[src/rtl/alu_pkg.sv]
// alu_pkg: opcode, flag-index and FSM state constants shared by the alu_pipe block
package alu_pkg;
  localparam logic [3:0] OP_ADD = 4'd0;
  localparam logic [3:0] OP_SUB = 4'd1;
  localparam logic [3:0] OP_AND = 4'd2;
  localparam logic [3:0] OP_OR  = 4'd3;
  localparam logic [3:0] OP_XOR = 4'd4;
  localparam logic [3:0] OP_SHL = 4'd5;
  localparam logic [3:0] OP_SHR = 4'd6;
  localparam logic [3:0] OP_CMP = 4'd7;
  localparam logic [3:0] OP_ROL = 4'd8;
  localparam logic [3:0] OP_ROR = 4'd9;
  localparam logic [3:0] OP_SRA = 4'd10;
  localparam logic [3:0] OP_MUL = 4'd11;
  localparam int FLG_ZERO  = 0;
  localparam int FLG_CARRY = 1;
  localparam int FLG_NEG   = 2;
  localparam int FLG_OVF   = 3;
  localparam logic [1:0] S_IDLE = 2'd0;
  localparam logic [1:0] S_MUL  = 2'd1;
  localparam logic [1:0] S_DONE = 2'd2;
endpackage

[src/rtl/alu_pipe_if.sv]
// alu_pipe_if: operand/opcode input handshake, result/flags output handshake and busy; master = upstream/consumer side, slave = ALU side
interface alu_pipe_if #(parameter int WIDTH = 16);
  logic             in_valid;
  logic             in_ready;
  logic [WIDTH-1:0] a;
  logic [WIDTH-1:0] b;
  logic [3:0]       sel;
  logic             out_valid;
  logic             out_ready;
  logic [WIDTH-1:0] result;
  logic [3:0]       flags;
  logic             busy;
  modport master (output in_valid, a, b, sel, out_ready, input in_ready, out_valid, result, flags, busy);
  modport slave  (input in_valid, a, b, sel, out_ready, output in_ready, out_valid, result, flags, busy);
endinterface

[src/rtl/alu_mul_seq.sv]
// alu_mul_seq: iterative shift-add multiplier (low WIDTH bits); start latches a/b, done is high on the cycle whose edge completes the WIDTH-th iteration with the product on p
module alu_mul_seq #(
  parameter int WIDTH = 16,
  localparam int CW = $clog2(WIDTH)
) (
  input  logic             clk,
  input  logic             rst,
  input  logic             start,
  input  logic [WIDTH-1:0] a,
  input  logic [WIDTH-1:0] b,
  output logic             done,
  output logic [WIDTH-1:0] p
);
  logic             run;
  logic [CW-1:0]    cnt;
  logic [WIDTH-1:0] acc, ma, mb;
  assign p    = acc + (mb[0] ? ma : '0);
  assign done = run && cnt == CW'(WIDTH - 1);
  always_ff @(posedge clk or posedge rst) begin
    if (rst) begin
      run <= 1'b0;
      cnt <= '0;
      acc <= '0;
      ma  <= '0;
      mb  <= '0;
    end else if (start) begin
      run <= 1'b1;
      cnt <= '0;
      acc <= '0;
      ma  <= a;
      mb  <= b;
    end else if (run) begin
      acc <= p;
      ma  <= ma << 1;
      mb  <= mb >> 1;
      cnt <= done ? '0 : cnt + 1'b1;
      run <= !done;
    end
  end
endmodule

[src/rtl/alu_pipe.sv]
// alu_pipe: handshaked ALU with registered result and {ovf,neg,carry,zero} flags; ports clk, rst (async high), bus (alu_pipe_if.slave); `define ALU_MUL_EN enables the iterative multiply (opcode 11) and busy
module alu_pipe
  import alu_pkg::*;
#(
  parameter int WIDTH = 16,
  localparam int SHW = $clog2(WIDTH)
) (
  input  logic     clk,
  input  logic     rst,
  alu_pipe_if.slave bus
);
  logic [1:0]         state;
  logic [WIDTH-1:0]   result;
  logic [3:0]         flags;
  logic               accept, is_mul, mul_done;
  logic [WIDTH-1:0]   mul_p;
  logic [SHW-1:0]     sh;
  logic [WIDTH:0]     sum, dif;
  logic [2*WIDTH-1:0] rl, rr;
  logic [WIDTH-1:0]   sra, cmp, res;
  logic               carry, ovf;
  logic [3:0]         flg;
  assign bus.in_ready  = state == S_IDLE || (state == S_DONE && bus.out_ready);
  assign bus.out_valid = state == S_DONE;
  assign bus.busy      = state == S_MUL;
  assign bus.result    = result;
  assign bus.flags     = flags;
  assign accept        = bus.in_valid && bus.in_ready;
  assign sh            = bus.b[SHW-1:0];
`ifdef ALU_MUL_EN
  assign is_mul = bus.sel == OP_MUL;
  alu_mul_seq #(.WIDTH(WIDTH)) u_mul (
    .clk(clk),
    .rst(rst),
    .start(accept && is_mul),
    .a(bus.a),
    .b(bus.b),
    .done(mul_done),
    .p(mul_p)
  );
`else
  assign is_mul   = 1'b0;
  assign mul_done = 1'b0;
  assign mul_p    = '0;
`endif
  always_comb begin
    sum   = {1'b0, bus.a} + {1'b0, bus.b};
    dif   = {1'b0, bus.a} - {1'b0, bus.b};
    rl    = {bus.a, bus.a} << sh;
    rr    = {bus.a, bus.a} >> sh;
    sra   = $signed(bus.a) >>> sh;
    cmp   = bus.a == bus.b ? '0 : bus.a > bus.b ? WIDTH'(1) : WIDTH'(2);
    res   = bus.sel == OP_ADD ? sum[WIDTH-1:0] :
            bus.sel == OP_SUB ? dif[WIDTH-1:0] :
            bus.sel == OP_AND ? bus.a & bus.b :
            bus.sel == OP_OR  ? bus.a | bus.b :
            bus.sel == OP_XOR ? bus.a ^ bus.b :
            bus.sel == OP_SHL ? bus.a << sh :
            bus.sel == OP_SHR ? bus.a >> sh :
            bus.sel == OP_CMP ? cmp :
            bus.sel == OP_ROL ? rl[2*WIDTH-1:WIDTH] :
            bus.sel == OP_ROR ? rr[WIDTH-1:0] :
            bus.sel == OP_SRA ? sra : '0;
    carry = bus.sel == OP_ADD ? sum[WIDTH] : bus.sel == OP_SUB ? dif[WIDTH] : 1'b0;
    ovf   = bus.sel == OP_ADD ? (bus.a[WIDTH-1] == bus.b[WIDTH-1]) && (sum[WIDTH-1] != bus.a[WIDTH-1]) :
            bus.sel == OP_SUB ? (bus.a[WIDTH-1] != bus.b[WIDTH-1]) && (dif[WIDTH-1] != bus.a[WIDTH-1]) : 1'b0;
    flg   = '0;
    flg[FLG_ZERO]  = res == '0;
    flg[FLG_CARRY] = carry;
    flg[FLG_NEG]   = res[WIDTH-1];
    flg[FLG_OVF]   = ovf;
  end
  always_ff @(posedge clk or posedge rst) begin
    if (rst) begin
      state  <= S_IDLE;
      result <= '0;
      flags  <= '0;
    end else if (accept) begin
      state <= is_mul ? S_MUL : S_DONE;
      if (!is_mul) begin
        result <= res;
        flags  <= flg;
      end
    end else if (state == S_MUL && mul_done) begin
      state  <= S_DONE;
      result <= mul_p;
      flags  <= {1'b0, mul_p[WIDTH-1], 1'b0, mul_p == '0};
    end else if (state == S_DONE && bus.out_ready) begin
      state <= S_IDLE;
    end
  end
endmodule

[src/flat_wrapper.sv]
// flat-port wrapper written by rule: the top's interface ports become plain ports
module alu_pipe_flat import alu_pkg::*;
#(
  parameter int WIDTH = 16,
  localparam int SHW = $clog2(WIDTH)
)
  (clk, rst, bus_in_valid, bus_a, bus_b, bus_sel, bus_out_ready, bus_in_ready, bus_out_valid, bus_result, bus_flags, bus_busy);
  alu_pipe_if #(.WIDTH(WIDTH)) bus_i ();
  input  logic clk;
  input  logic rst;
  input wire logic [$bits(bus_i.in_valid)-1:0] bus_in_valid;
  input wire logic [$bits(bus_i.a)-1:0] bus_a;
  input wire logic [$bits(bus_i.b)-1:0] bus_b;
  input wire logic [$bits(bus_i.sel)-1:0] bus_sel;
  input wire logic [$bits(bus_i.out_ready)-1:0] bus_out_ready;
  output wire logic [$bits(bus_i.in_ready)-1:0] bus_in_ready;
  output wire logic [$bits(bus_i.out_valid)-1:0] bus_out_valid;
  output wire logic [$bits(bus_i.result)-1:0] bus_result;
  output wire logic [$bits(bus_i.flags)-1:0] bus_flags;
  output wire logic [$bits(bus_i.busy)-1:0] bus_busy;
  assign bus_i.in_valid = bus_in_valid;
  assign bus_i.a = bus_a;
  assign bus_i.b = bus_b;
  assign bus_i.sel = bus_sel;
  assign bus_i.out_ready = bus_out_ready;
  assign bus_in_ready = bus_i.in_ready;
  assign bus_out_valid = bus_i.out_valid;
  assign bus_result = bus_i.result;
  assign bus_flags = bus_i.flags;
  assign bus_busy = bus_i.busy;
  alu_pipe #(.WIDTH(WIDTH)) u_core (.clk(clk), .rst(rst), .bus(bus_i));
endmodule
[config.mk]
export PLATFORM = sky130hd
export DESIGN_NAME = alu_pipe_flat
export DESIGN_NICKNAME = d
export VERILOG_FILES = /design/src/rtl/alu_pkg.sv /design/src/rtl/alu_pipe_if.sv /design/src/rtl/alu_mul_seq.sv /design/src/rtl/alu_pipe.sv /design/src/flat_wrapper.sv
export SDC_FILE = /design/constraint.sdc
export NUM_CORES = 1
export LEC_CHECK = 0
export ABC_AREA = 1
export ABC_CLOCK_PERIOD_IN_PS = 2200
export CAP_MARGIN = 20
export CORE_MARGIN = 3
export CORE_UTILIZATION = 60
export CTS_BUF_LIST = sky130_fd_sc_hd__clkbuf_8 sky130_fd_sc_hd__clkbuf_16
export DETAILED_ROUTE_END_ITERATION = 7
export PLACE_DENSITY = 0.94
export REMOVE_ABC_BUFFERS = 1
export SETUP_SLACK_MARGIN = 0.15
export SLEW_MARGIN = 10
export SYNTH_ARGS = -nofsm -noshare
export SYNTH_HDL_FRONTEND = slang
export SYNTH_SLANG_ARGS = --single-unit
[constraint.sdc]
create_clock -name clk -period 2.2 [get_ports clk]
set_clock_uncertainty 0.2 [all_clocks]
set_input_delay 0.33 -clock clk [delete_from_list [all_inputs] [get_ports clk]]
set_output_delay 0.33 -clock clk [all_outputs]
set_load 0.03 [all_outputs]
==> results of run 1 <==
## synth_stat cells (10+ instances only)
library cell    n  share of area (%)
nand2_1       360                 22
dfrtp_1        20                8.2
buf_4          10                1.2
o21ai_0        44                3.6
inv_1         106                6.5
nor3_1         12               0.99
nand3_2        11                1.8
buf_6          10                1.8
ha_1           49                 10
a21oi_1        47                3.9
nor2_1        117                7.2
nand3_1       200                 16
buf_2          18                1.5
clkbuf_1       14               0.86
nand4_1        32                3.3
## cells by family after synthesis
logic type,Yosys count,share of synthesized area (%)
flops,20,8.217
simple gates,754,54.77
buf+inv,169,12.78
fa+ha+maj,51,10.72
other cells,1,0.06157
compound gates,130,12.16
xor+xnor,9,1.294
## metrics by stage
step | utilization, % | hold WS [ns]
3_3_place_gp | 85.78 | 0.2604
3_5_place_dp | 85.78 | 0.2714
2_1_floorplan | - | 0.09383
==> flow_metrics.py, run 1 <==
metrics = {
    "synthesis": {
        "yosys_most_used_dff": "dfrtp_1",
        "synthArstFlopShare_pct": 100.0,
        "yosysWarningCount": 0,
        "seq_area_frac_synth_pct": 8.217,
        "synth_edf_count": 0,
        "syn_inst": 1134,
        "synth-seq-cells": 20,
        "synth_cell_types": 43,
        "avgSynthCellArea_um2": 5.371,
        "syn_area_um2": 6091,
    },
    "clocking": {
        "hold_buffers": 0,
        "cts_sinks": 20,
        "cts_buffers": 3,
        "cts-root-buf": "clkbuf_8",
        "htreeDepth": 1,
        "clockBufferDepth": 2,
        "cts_resized": 445,
        "post_cts_buffers": 69,
    },
    "placement": {
        "pre_cts_ws_ns": -1.334,
        "routabilityCongestion": 1.139,
        "portBuffers": 61,
        "placed_area_um2": 8423,
        "dp_cells": 1515,
        "dpl.hpwl_mm": 23.11,
    },
    "status": {
        "tool.error": "[ERROR DPL-0038] Utilization greater than 100%, impossible to legalize",
        "stop_stage": "clock tree synthesis",
        "status": "did not finish",
    },
    "die": {
        "rows": 36,
        "ioPinCount": 63,
        "initial_core_util_pct": 62.03,
        "dieHeight_um": 106.8,
        "die_x_um": 106.8,
    },
}
==> inputs of run 2 (changes only) <==
--- a/config.mk
+++ b/config.mk
@@ -9,12 +9,10 @@
 export ABC_CLOCK_PERIOD_IN_PS = 2200
 export CAP_MARGIN = 20
 export CORE_MARGIN = 3
-export CORE_UTILIZATION = 60
-export CTS_BUF_LIST = sky130_fd_sc_hd__clkbuf_8 sky130_fd_sc_hd__clkbuf_16
+export CORE_UTILIZATION = 40
 export DETAILED_ROUTE_END_ITERATION = 7
-export PLACE_DENSITY = 0.94
+export PLACE_DENSITY_LB_ADDON = 0.15
 export REMOVE_ABC_BUFFERS = 1
-export SETUP_SLACK_MARGIN = 0.15
 export SLEW_MARGIN = 10
 export SYNTH_ARGS = -nofsm -noshare
 export SYNTH_HDL_FRONTEND = slang
==> flow_metrics.py, run 2 <==
metrics = {
    "sta": {
        "slew_violations": 0,
        "rsz0062_at_grt": "yes",
        "layout_min_cycle_time_ns": 2.495,
        "hold_ws_ns": 0.1964,
        "setup_slack_ns": -0.2949,
        "setup_tns_ns": -2.374,
        "min_period_over_period_pct": 113.4,
        "fmax_mhz": 400.8,
        "hold_viol": 0,
        "final-setup-viol-count": 16,
    },
    "clocking": {
        "path_clk_slew_ns": 0.05,
        "cts_tree": "built",
        "cts_sinks": 20,
        "clockBufferDepth": 2,
        "insertion_delay_ns": 0.25,
        "cts_buffers": 3,
        "cts-root-buf": "clkbuf_16",
        "hold_buffers": 0,
        "htreeDepth": 1,
    },
    "synthesis": {
        "synth_common_cells": "nand2_1 (360), nand3_1 (200), nor2_1 (117)",
        "yosys-mux-area-fraction_pct": 0,
        "syn_area_um2": 6091,
        "synth_compound_area_share_pct": 12.16,
        "avgSynthCellArea_um2": 5.371,
        "synth_fa_ha_area_share_pct": 10.72,
        "yosysWarningCount": 0,
        "synth_xor_area_share_pct": 1.294,
        "synth_top_area_share_pct": 22.19,
        "seq_area_frac_synth_pct": 8.217,
        "synth-simple-area-share_pct": 54.77,
        "synth_edf_count": 0,
        "yosysMostFrequentCell": "nand2_1",
        "netlist_top_cells_area": "nand2_1 (22%), nand3_1 (16%), ha_1 (10%), dfrtp_1 (8.2%), nor2_1 (7.2%)",
        "synth-seq-cells": 20,
        "synthArstFlopShare_pct": 100.0,
        "synth_top_family_by_area": "simple AND/OR/NAND/NOR gates",
        "synth_cell_types": 43,
        "yosys_most_used_dff": "dfrtp_1",
        "synth_top_area_cell": "nand2_1",
        "syn_inst": 1134,
    },
    "routing": {
        "routed_via_density": 5.683,
        "wl_per_cell_um": 18.77,
        "drt_iter0_drc": 1147,
        "drc_errors": 0,
        "first_pass_iters": 6,
        "drtAntennaViolNets": 0,
        "wl_mm": 31.42,
        "num_vias": 9513,
    },
    "critical_path": {
        "cp_max_fo": 5,
        "cp.required_ns": 2.19,
        "arrival_ns": 2.48,
        "r2r_slack_ns": 0.77,
        "cp-start-kind": "input pin",
        "crit_type": "in -> reg",
        "end_kind": "register",
    },
    "final_layout": {
        "design_area_um2": 11060,
        "multi_input_area_um2": 6305,
        "final_layout_size_suffix_gt1_share_pct": 49.40,
        "antennaDiodeCount": 0,
        "fillers": 1144,
        "final_net_count": 1583,
        "final_cells": 1674,
        "most-common-layout-cells": "buf_4 (318), nand2_1 (307), nand3_1 (119)",
        "final_common_cell": "buf_4",
        "largestRegisters": "u_core.bus.result (15), u_core.bus.flags (4), u_core.state (1)",
        "syn_to_final_growth_pct": 81.59,
        "seqCellArea_um2": 500.5,
        "regMostFlops": "u_core.bus.result",
        "largest_reg_flops": 15,
    },
    "die": {
        "coreArea_um2": 14700,
        "dieArea_um2": 16740,
        "die_x_um": 129.4,
        "rows": 44,
        "initial_core_util_pct": 41.44,
        "ioPinCount": 63,
        "dieHeight_um": 129.4,
    },
    "grt": {
        "grt_pass1_wl_mm": 45.13,
        "grt_max_degree": 30,
        "grt_pass1_vias": 8750,
        "grtUsageTotal_pct": 34.11,
        "grt.overflow.total": 0,
        "antenna_found_initial": 0,
    },
    "worst_hold_path": {
        "hold_path.class": "in -> async",
    },
    "pwr": {
        "power.leakage_nw": 5.518,
        "powerDensity_nw_per_um2": 333.7,
        "vdd_drop_max_mv": 0.3358,
    },
    "placement": {
        "placed_area_um2": 8802,
        "portBuffers": 61,
        "dp_cells": 1607,
        "dpl.hpwl_mm": 22.75,
        "routabilityCongestion": 1.047,
    },
    "flow_run": {
        "timing.max_cap.violations": 0,
    },
    "status": {
        "violations": "setup timing",
        "status": "complete, but fails checks",
    },
}
run 2: cell counts after synthesis:
Identical to the previous run, type by type.
run 2: cell type report:
type	count	share of cell area (%)
clock buffers	3	0.6787
inverters	112	4.434
multi-input cells	946	57.00
flip-flops and latches	20	4.525
well taps	184	2.081
repair buffers	409	31.28
run 2: cells by family after synthesis:
group	count (synthesis)
AND/OR/NAND/NOR	754
flip-flops	20
XOR/XNOR	9
buffers and inverters	169
AO/OA/AOI/OAI	130
other	1
adder cells (fa/ha/maj)	51
run 2: routing by layer:
metal	track usage, %	up-vias	share of wire, %
met1	42.34	4343	39
met4	15.94	0	6.4
li1	-	4448	-
met5	0	-	0
met3	3.586	154	8.2
met2	59.09	568	47
run 2: through the flow:
step	power, W	worst slack [ns]	utilization, %
after floorplan	0.001494	-0.9393	-
after global placement	0.002616	-1.139	59.88
after global routing	0.003911	-0.4495	75.25
after CTS	0.003286	-0.4421	68.01
final	0.003690	-0.2949	75.25
after detailed placement	0.002627	-1.210	59.88
run 2: final timing paths:
check | start | to | depth (start not counted)
max in group asynchronous | rst | u_core.bus.flags[3] | 3
worst max register to register | u_core.state[1] | u_core.bus.flags[1] | 5
worst min register to register | u_core.bus.result[5] | u_core.bus.result[5] | 2
worst max-delay path | bus_b[0] | u_core.bus.flags[0] | 20
worst min-delay path | rst | u_core.bus.result[0] | 3
min in group clk | u_core.bus.result[5] | u_core.bus.result[5] | 2
run 2: repair_timing:
action | CTS | global route
gates resized for setup | 336 | 274
buffers inserted | 34 | 28
pin swaps | 84 | 122
cloned | 2 | 4
setup endpoints to repair | 19 | 19
run 2: worst max-delay path, stage by stage:
cell and delay (ns):
buf_12 0.12, ha_4 0.16, fa_2 0.37, nor2_4 0.12, o21ai_2 0.07, nand2_2 0.09
nand2_2 0.07, nand2_2 0.08, inv_2 0.05, o21ai_4 0.16, nand2_1 0.08, nand2_1 0.07
xor2_1 0.06, nand2_1 0.07, nand3_2 0.08, nor2_2 0.13, nand3_2 0.10, nor2_2 0.11
nand3_2 0.07, nand2_1 0.06
run 2: where the power goes:
part / internal, W / switching (W)
logic: 0.00128 / 0.00159
registers: 0.000430 / 0.0000313
clock network: 0.000239 / 0.000120
total: 0.00195 / 0.00174
(Power assumes the default switching activity.)
==> inputs of run 3 (changes only) <==
--- a/config.mk
+++ b/config.mk
@@ -5,12 +5,12 @@
 export SDC_FILE = /design/constraint.sdc
 export NUM_CORES = 1
 export LEC_CHECK = 0
-export ABC_AREA = 1
 export ABC_CLOCK_PERIOD_IN_PS = 2200
 export CAP_MARGIN = 20
 export CORE_MARGIN = 3
 export CORE_UTILIZATION = 40
 export DETAILED_ROUTE_END_ITERATION = 7
+export DONT_BUFFER_PORTS = 1
 export PLACE_DENSITY_LB_ADDON = 0.15
 export REMOVE_ABC_BUFFERS = 1
 export SLEW_MARGIN = 10
==> flow_metrics.py, run 3 <==
metrics = {
    "synthesis": {
        "syn_area_um2": 6852,
        "synth_top_area_share_pct": 8.948,
        "avgSynthCellArea_um2": 7.189,
        "seq_area_frac_synth_pct": 7.305,
        "yosys_most_used_dff": "dfrtp_1",
        "synth-seq-cells": 20,
        "synth_compound_area_share_pct": 32.96,
        "netlist_top_cells_area": "ha_1 (8.9%), dfrtp_1 (7.3%), mux4_2 (6.6%), mux2i_1 (6.1%), nand2_1 (5.0%)",
        "synth_top_area_cell": "ha_1",
        "synth_fa_ha_area_share_pct": 9.533,
        "synth-simple-area-share_pct": 23.59,
        "yosys-mux-area-fraction_pct": 16.98,
        "synthArstFlopShare_pct": 100.0,
        "synth_common_cells": "nand2_1 (91), nor2_1 (77), o21ai_0 (68)",
        "synth_cell_types": 82,
        "yosysMostFrequentCell": "nand2_1",
        "synth_edf_count": 0,
        "synth_top_family_by_area": "compound AO/OA/AOI/OAI gates",
        "syn_inst": 953,
        "yosysWarningCount": 0,
        "synth_xor_area_share_pct": 0.7670,
    },
    "die": {
        "rows": 47,
        "initial_core_util_pct": 41.02,
        "die_x_um": 136.9,
        "ioPinCount": 63,
        "dieArea_um2": 18730,
        "dieHeight_um": 136.9,
        "coreArea_um2": 16700,
    },
    "sta": {
        "worst_pin_slew_ns": 0.7556,
        "final-setup-viol-count": 19,
        "max_slew_margin_pct": 49.57,
        "slew_violations": 0,
        "rsz0062_at_grt": "yes",
        "hold_viol": 1,
        "setup_slack_ns": -0.7865,
        "hold_ws_ns": -0.001764,
        "fmax_mhz": 334.8,
        "layout_min_cycle_time_ns": 2.986,
        "min_period_over_period_pct": 135.7,
    },
    "routing": {
        "first_pass_iters": 6,
        "wl_per_cell_um": 24.31,
        "wl_mm": 33.88,
        "routed_via_density": 6.500,
        "drtAntennaViolNets": 0,
        "drc_errors": 0,
        "num_vias": 9061,
        "drt_iter0_drc": 1329,
    },
    "critical_path": {
        "cp_max_fo": 75,
        "r2r_slack_ns": -0.14,
        "path_buf_inv": 3,
        "cp-start-kind": "input pin",
        "arrival_ns": 2.93,
        "slowest_delay_ns": 0.39,
        "cp_top_family": "compound AO/OA/AOI/OAI gates",
        "crit_type": "in -> reg",
        "slowest_stage": "or3_4",
        "cp.required_ns": 2.14,
        "path_cells": "inv_16, ha_4, buf_6, a211oi_2, buf_4, o21a_1, o21ai_2, o41a_1, o311a_1, or3_4, a22oi_2, nor2_2, a41o_1",
        "end_kind": "register",
    },
    "final_layout": {
        "largestRegisters": "u_core.bus.result (15), u_core.bus.flags (4), u_core.state (1)",
        "final_common_cell": "buf_4",
        "syn_to_final_growth_pct": 48.80,
        "most-common-layout-cells": "buf_4 (288), nand2_1 (87), nor2_1 (74)",
        "largest_reg_flops": 15,
        "regMostFlops": "u_core.bus.result",
        "final_net_count": 1266,
        "utilization_pct": 61.04,
        "final_layout_size_suffix_gt1_share_pct": 43.10,
        "antennaDiodeCount": 0,
        "design_area_um2": 10190,
    },
    "clocking": {
        "insertion_delay_ns": 0.25,
        "path_clk_slew_ns": 0.06,
        "cts-root-buf": "clkbuf_16",
        "clockBufferDepth": 2,
        "cts_tree": "built",
        "cts_buffers": 3,
        "htreeDepth": 1,
        "cts_sinks": 20,
    },
    "grt": {
        "antenna_found_initial": 1,
        "grt.overflow.total": 0,
        "grt_pass1_wl_mm": 51.09,
        "grt_max_degree": 76,
        "grt_pass1_vias": 8515,
        "grtUsageTotal_pct": 35.33,
    },
    "pwr": {
        "total_power_w": 0.003494,
        "powerDensity_nw_per_um2": 342.8,
        "power.leakage_nw": 4.299,
        "vdd_drop_max_mv": 0.4568,
    },
    "status": {
        "status": "complete, but fails checks",
        "violations": "hold timing, setup timing",
    },
    "placement": {
        "dpl.hpwl_mm": 25.98,
        "routabilityCongestion": 1.036,
        "placed_area_um2": 8912,
        "portBuffers": 0,
    },
    "flow_run": {
        "timing.max_cap.violations": 0,
    },
    "worst_hold_path": {
        "hold_path.class": "in -> reg",
    },
}
==> run 3: cell count changes after synthesis, sizes merged, moves of 24 or more <==
cell    delta
nand3    -196
nand4     -24
nand2    -278
mux2i     +43
clkbuf    +43
inv       -63
nor2      -46
==> run 3: where the power goes <==
part	total (W)	internal (W)	switching, W
sequential	0.000608	0.000429	0.000179
clock	0.000494	0.000361	0.000134
combinational	0.00239	0.00120	0.00119
total	0.00349	0.00199	0.00151
==> run 3: metrics by stage <==
step | setup TNS [ns] | setup slack (ns) | cells
2_1_floorplan | -11.54 | -1.068 | 860
3_3_place_gp | -16.24 | -1.342 | 1370
3_5_place_dp | -16.75 | -1.343 | 1370
4_1_cts | -6.861 | -0.7575 | 1391
5_1_grt | -7.797 | -0.8128 | 1394
6_report | -7.143 | -0.7865 | 1394
==> run 3: kinds of logic (layout without fill, tap and decap cells) <==
family          after synthesis  in the layout
compound gates              325            325
simple gates                323            323
buf+inv                     141            362
mux                          86             86
fa+ha+maj                    51             51
flops                        20             20
xor+xnor                      6              6
other cells                   1              1
==> run 3: path summary, 6_finish.rpt <==
kind / startpoint / endpoint / cells after the start
max: bus_b[1] / u_core.bus.flags[0] / 13
min: bus_in_valid / u_core.state[1] / 1
max reg2reg: u_core.state[1] / u_core.bus.flags[0] / 8
min reg2reg: u_core.bus.result[11] / u_core.bus.result[11] / 2
max in group asynchronous: rst / u_core.bus.result[0] / 2
min in group asynchronous: rst / u_core.bus.result[11] / 2
==> run 3: area by class of cell <==
type	count	area, um^2
clock buffers	3	75.07
clock inverters	1	30.03
fillers	1500	6506
inverters	48	242.7
multi-input cells	792	6643
flip-flops and latches	20	500.5
well taps	220	275.3
repair buffers	310	2429
==> run 3: what timing repair did <==
action / CTS / global route
gates resized for setup: 155 / 79
setup buffers: 21 / 12
endpoints found under the hold margin: 20 / 0
pin swaps: 63 / 54
setup endpoints to repair: 19 / 19
hold buffers: 1 / 0
==> run 3: routing by layer <==
| layer | wire length [um] | track usage [%] |
|---|---|---|
| met1 | 13870 | 49.75 |
| met2 | 14820 | 55.94 |
| met3 | 3932 | 5.368 |
| met4 | 1258 | 10.14 |
| met5 | 9 | 0 |
